--- config.mk ---
export PLATFORM = sky130hd
export DESIGN_NAME = scan_display_mux
export DESIGN_NICKNAME = d
export VERILOG_FILES = /design/src/rtl/scan_display_mux.sv
export SDC_FILE = /design/constraint.sdc
export NUM_CORES = 1
export LEC_CHECK = 0
export ABC_AREA = 1
export CAP_MARGIN = 20
export CORE_ASPECT_RATIO = 0.75
export CORE_UTILIZATION = 55
export DETAILED_ROUTE_END_ITERATION = 12
export PLACE_DENSITY = 0.79
export SYNTH_ARGS = -nofsm -noshare
export SYNTH_HDL_FRONTEND = slang
export SYNTH_SLANG_ARGS = --single-unit
--- constraint.sdc ---
create_clock -name clk -period 3.35 [get_ports clk]
set_input_delay 0.67 -clock clk [delete_from_list [all_inputs] [get_ports clk]]
set_output_delay 0.67 -clock clk [all_outputs]
set_load 0.01 [all_outputs]
--- src/rtl/scan_display_mux.sv ---
// Multiplexed 7-segment scanner: frame-shadowed BCD, leading-zero blank, blink, PWM brightness.
// Outputs registered, 1-cycle latency from scan state; no backpressure (free-running display).
module scan_display_mux #(
   parameter int DIGITS  = 4,
   parameter int DIV_W   = 13,
   parameter int BLINK_W = 22
) (
   input  logic                  clk,
   input  logic                  rst,
   input  logic [4*DIGITS-1:0]   bcd_in,
   input  logic [DIGITS-1:0]     dp_in,
   input  logic [DIGITS-1:0]     blink_en,
   input  logic                  lz_blank,
   input  logic [2:0]            brightness,
   output logic [DIGITS-1:0]     seg_sel,
   output logic [7:0]            seg_out
);

   localparam int IDX_W = (DIGITS > 1) ? $clog2(DIGITS) : 1;
   localparam logic [IDX_W-1:0] IDX_LAST = IDX_W'(DIGITS - 1);

   logic [DIV_W-1:0]    p;
   logic [IDX_W-1:0]    idx;
   logic [BLINK_W-1:0]  blink_cnt;
   logic [4*DIGITS-1:0] bcd_sh;
   logic [DIGITS-1:0]   dp_sh;
   logic [DIGITS-1:0]   blink_sh;
   logic                tick;

   logic [DIGITS-1:0]   lz_vec;
   logic [3:0]          cur_bcd;
   logic                cur_dp;
   logic                cur_blink;
   logic                cur_lz;
   logic                lit;
   logic [6:0]          glyph;
   logic [DIGITS-1:0]   sel_nxt;
   logic                run_zero;

   assign tick = &p;

   function automatic logic [6:0] decode(input logic [3:0] v);
      case (v)
         4'd0:    decode = 7'h40;
         4'd1:    decode = 7'h79;
         4'd2:    decode = 7'h24;
         4'd3:    decode = 7'h30;
         4'd4:    decode = 7'h19;
         4'd5:    decode = 7'h12;
         4'd6:    decode = 7'h02;
         4'd7:    decode = 7'h78;
         4'd8:    decode = 7'h00;
         4'd9:    decode = 7'h10;
         default: decode = 7'h3F;
      endcase
   endfunction

   // Scan state; shadows reload only as the last slot ends so a frame never tears.
   always_ff @(posedge clk) begin
      if (rst) begin
         p         <= '0;
         idx       <= '0;
         blink_cnt <= '0;
         bcd_sh    <= '0;
         dp_sh     <= '0;
         blink_sh  <= '0;
      end else begin
         p         <= p + DIV_W'(1);
         blink_cnt <= blink_cnt + BLINK_W'(1);
         if (tick) begin
            idx <= (idx == IDX_LAST) ? '0 : idx + IDX_W'(1);
            if (idx == IDX_LAST) begin
               bcd_sh   <= bcd_in;
               dp_sh    <= dp_in;
               blink_sh <= blink_en;
            end
         end
      end
   end

   always_comb begin
      lz_vec   = '0;
      run_zero = 1'b1;
      for (int i = DIGITS - 1; i >= 0; i--) begin
         run_zero  = run_zero && (bcd_sh[4*i +: 4] == 4'd0);
         lz_vec[i] = run_zero && (i != 0);
      end

      cur_bcd   = '0;
      cur_dp    = 1'b0;
      cur_blink = 1'b0;
      cur_lz    = 1'b0;
      for (int i = 0; i < DIGITS; i++) begin
         if (idx == IDX_W'(i)) begin
            cur_bcd   = bcd_sh[4*i +: 4];
            cur_dp    = dp_sh[i];
            cur_blink = blink_sh[i];
            cur_lz    = lz_vec[i];
         end
      end

      glyph = (lz_blank && cur_lz) ? 7'h7F : decode(cur_bcd);
      lit   = (p[DIV_W-1 -: 3] <= brightness) && !(blink_cnt[BLINK_W-1] && cur_blink);

      sel_nxt = '1;
      for (int i = 0; i < DIGITS; i++) begin
         sel_nxt[i] = !(lit && (idx == IDX_W'(i)));
      end
   end

   always_ff @(posedge clk) begin
      if (rst) begin
         seg_sel <= '1;
         seg_out <= 8'hFF;
      end else begin
         seg_sel <= sel_nxt;
         seg_out <= {~cur_dp, glyph};
      end
   end

endmodule

==> impl_metrics.env <==
export IMPL_status="completed"
export IMPL_dp_hpwl_mm=5.30
export IMPL_crit_family="simple AND/OR/NAND/NOR gates"
export IMPL_route_vias_total=3135
export IMPL_post_cts_buffers=0
export IMPL_worstPathMaxFanout=10
export IMPL_areaGrowthSynthToFinish_pct=18.6
export IMPL_synth_nets=515
export IMPL_async_reset_ff_frac=0
export IMPL_cts_tree="built"
export IMPL_start_util=0.581
export IMPL_drv_cap=0
export IMPL_slew_violations=0
export IMPL_clk_pin_slew_ps=80
export IMPL_htreeDepth=3
export IMPL_worst_slew_pin_slew_ps=647
export IMPL_hold_path_class="flip-flop to flip-flop"
export IMPL_swShare=0.215
export IMPL_antenna_cells=0
export IMPL_placed_cells=578
export IMPL_leakage_nw=1.64
export IMPL_crit_path_start_kind="flip-flop"
export IMPL_netlist_instances=470
export IMPL_seq_area_frac_synth=0.423
export IMPL_gp_congestion=0.816
export IMPL_worst_clock_skew_ps=10.5
export IMPL_synth_distinct_cells=33
export IMPL_core_um2=5950
export IMPL_setup_violations=0
export IMPL_ant_nets=0
export IMPL_rows=24
export IMPL_final_cells=594
export IMPL_ios=42
export IMPL_relSlewSlack=0.568
export IMPL_synth_edf_count=0
export IMPL_nets=556
export IMPL_internal_power_w=0.00133
export IMPL_cts_sinks=73
export IMPL_combPwrFrac=0.048
export IMPL_dieHeight_um=70.6
export IMPL_grt_max_degree=30
export IMPL_fin_crit_ps=2230
export IMPL_grt_antenna_before_repair=0
export IMPL_yosysWarnings=0
export IMPL_wire_per_inst_um=12.6
export IMPL_pwr_share_clk=0.431
export IMPL_powerDensity_nw_per_um2=414
export IMPL_cts_buffers=9
export IMPL_drt_pass1_iter_count=5
export IMPL_fp_dieW_um=93.5
export IMPL_cts_resized=0
export IMPL_drt_iter0_markers=174
export IMPL_hold_buffers=0
export IMPL_grt_pass1_vias=2733
export IMPL_critPathMaxStageDelay_ps=430
export IMPL_vdd_drop_max_mv=0.247
export IMPL_clock_latency_ps=350
export IMPL_max_freq_mhz=448
export IMPL_timing_final_ws_setup_ps=1120
export IMPL_grt_pass1_wl_mm=12.1
export IMPL_fin_crit_sh=0.666
export IMPL_grt_usage=0.235
export IMPL_globalRouteOverflowTotal=0
export IMPL_power_switching_w=0.000365
export IMPL_drt_total_wl_mm=7.49
export IMPL_crit_path_top_delay_cell="ha_1"
export IMPL_arrival_ps=2450
export IMPL_rsz0062_at_grt="no"
export IMPL_critPathKind="flip-flop to flip-flop"
export IMPL_hold_viol_final=0
export IMPL_crit_buf_inv=2
export IMPL_synth_main_ff_cell="dfxtp_1"
export IMPL_synth_ff_latch_count=73
export IMPL_avgSynthCellArea_um2=7.34
export IMPL_crit_required_ps=3570
export IMPL_clock_path_buffers=2
export IMPL_postLayoutCoreUtil=0.689
export IMPL_fin_setup_tns_ps=0
export IMPL_die_area_um2=6600
export IMPL_remaining_drc_errors=0
export IMPL_viasPerCell=5.28
export IMPL_seqPwrFrac=0.521
export IMPL_post_route_cells_drive_above_1_share=0.0678
export IMPL_worstSetupEndpointType="flip-flop"
export IMPL_netlist_area_um2=3450
export IMPL_root_buffer="clkbuf_8"
export IMPL_place_ws_ps=1070
export IMPL_crit_chain="ha_1 > inv_2 > or2_2 > nand2_1 > inv_1 > ha_1 > nand3b_1 > nand3_1 > nand3_1"
export IMPL_portBuffers=41
## routing by layer
| metal | GRT usage | wire length, um | up-vias |
|---|---|---|---|
| met1 | 0.329 | 3590 | 1403 |
| met2 | 0.357 | 3290 | 108 |
| met5 | 0 | 0 | - |
| li1 | - | - | 1616 |
| met3 | 0.0581 | 548 | 8 |
| met4 | 0.0735 | 66 | 0 |
## cell usage after synthesis (2+ instances only)
master	count	share of area
nand2_1	102	0.11
clkbuf_1	6	0.0065
xnor2_1	4	0.010
inv_1	45	0.049
nand2_2	3	0.0054
nand3_2	2	0.0058
nor3_1	12	0.017
ha_1	15	0.054
a21oi_1	53	0.077
buf_6	7	0.023
nand3_1	56	0.081
xor2_1	2	0.0051
o21ai_0	9	0.013
dfxtp_1	73	0.42
nor2_2	2	0.0036
nand3b_1	3	0.0065
inv_2	3	0.0033
nor2_1	50	0.054
nand4_1	7	0.013
o31ai_1	3	0.0065
## worst reg2reg max path: stages, from the launching register on
cell and delay, ps:
dfxtp_1 370, ha_1 430, inv_2 170, or2_2 310, nand2_1 190, inv_1 110, ha_1 190, nand3b_1 170
nand3_1 100, nand3_1 70
## power groups by stage
| stage | Combinational (W) | Clock (W) | Sequential (W) |
|---|---|---|---|
| 2_1_floorplan | 0.0000274 | 0 | 0.000905 |
| 3_3_place_gp | 0.0000788 | 0 | 0.000903 |
| 3_5_place_dp | 0.0000814 | 0 | 0.000903 |
| 4_1_cts | 0.0000817 | 0.000742 | 0.000883 |
| 5_1_grt | 0.0000884 | 0.000776 | 0.000884 |
| 6_report | 0.0000812 | 0.000731 | 0.000883 |
## flip-flops by register name (all words and copies together), names as in the netlist
signal	cells
bcd_sh	16
blink_cnt	22
blink_sh	4
dp_sh	4
idx	2
p	13
seg_out	8
seg_sel	4
## cells in the final DEF (no fill, tap or decap), types with 2 or more instances in the layout
master / count
inv_1: 45
a21oi_1: 53
o21ai_0: 9
nand3b_1: 3
nor2_2: 2
inv_2: 3
xnor2_1: 4
o31ai_1: 3
buf_4: 4
clkinv_2: 3
clkdlybuf4s50_1: 41
clkbuf_8: 12
nand2_1: 102
nand3_1: 56
nor2_1: 50
nand3_2: 2
dfxtp_1: 73
nand2_2: 3
ha_1: 15
xor2_1: 2
nand4_1: 7
nor3_1: 12
## per-stage QoR
| stage | power (W) | instance area (um^2) | hold slack [ps] |
|---|---|---|---|
| floorplan | 0.000932 | 3450 | 418 |
| global placement | 0.000981 | 3880 | 431 |
| detailed placement | 0.000985 | 3880 | 441 |
| CTS | 0.00171 | 4090 | 457 |
| global route | 0.00175 | 4090 | 473 |
| finish | 0.00170 | 4090 | 454 |
## final cells by class
class | instances | area (um^2)
inverters | 49 | 185
multi-input cells | 333 | 1700
well taps | 78 | 97.6
flip-flops and latches | 73 | 1460
repair buffers | 45 | 440
fillers | 487 | 1850
clock inverters | 4 | 48.8
clock buffers | 12 | 165
## worst paths after layout
check / startpoint / endpoint / slack (ps) / cells after the start
worst max register to register: idx[0] / seg_out[5] / 1120 / 9
worst min register to register: blink_cnt[14] / blink_cnt[14] / 450 / 2
worst max-delay path: idx[0] / seg_out[5] / 1120 / 9
worst min-delay path: blink_cnt[14] / blink_cnt[14] / 450 / 2
## kinds of logic after synthesis
group | Yosys count | share of synthesized area
AND/OR/NAND/NOR | 243 | 0.317
flip-flops | 73 | 0.423
AO/OA/AOI/OAI | 69 | 0.105
buffers and inverters | 64 | 0.0855
adder cells (fa/ha/maj) | 15 | 0.0544
XOR/XNOR | 6 | 0.0152
Power figures use the tool's default switching activity.
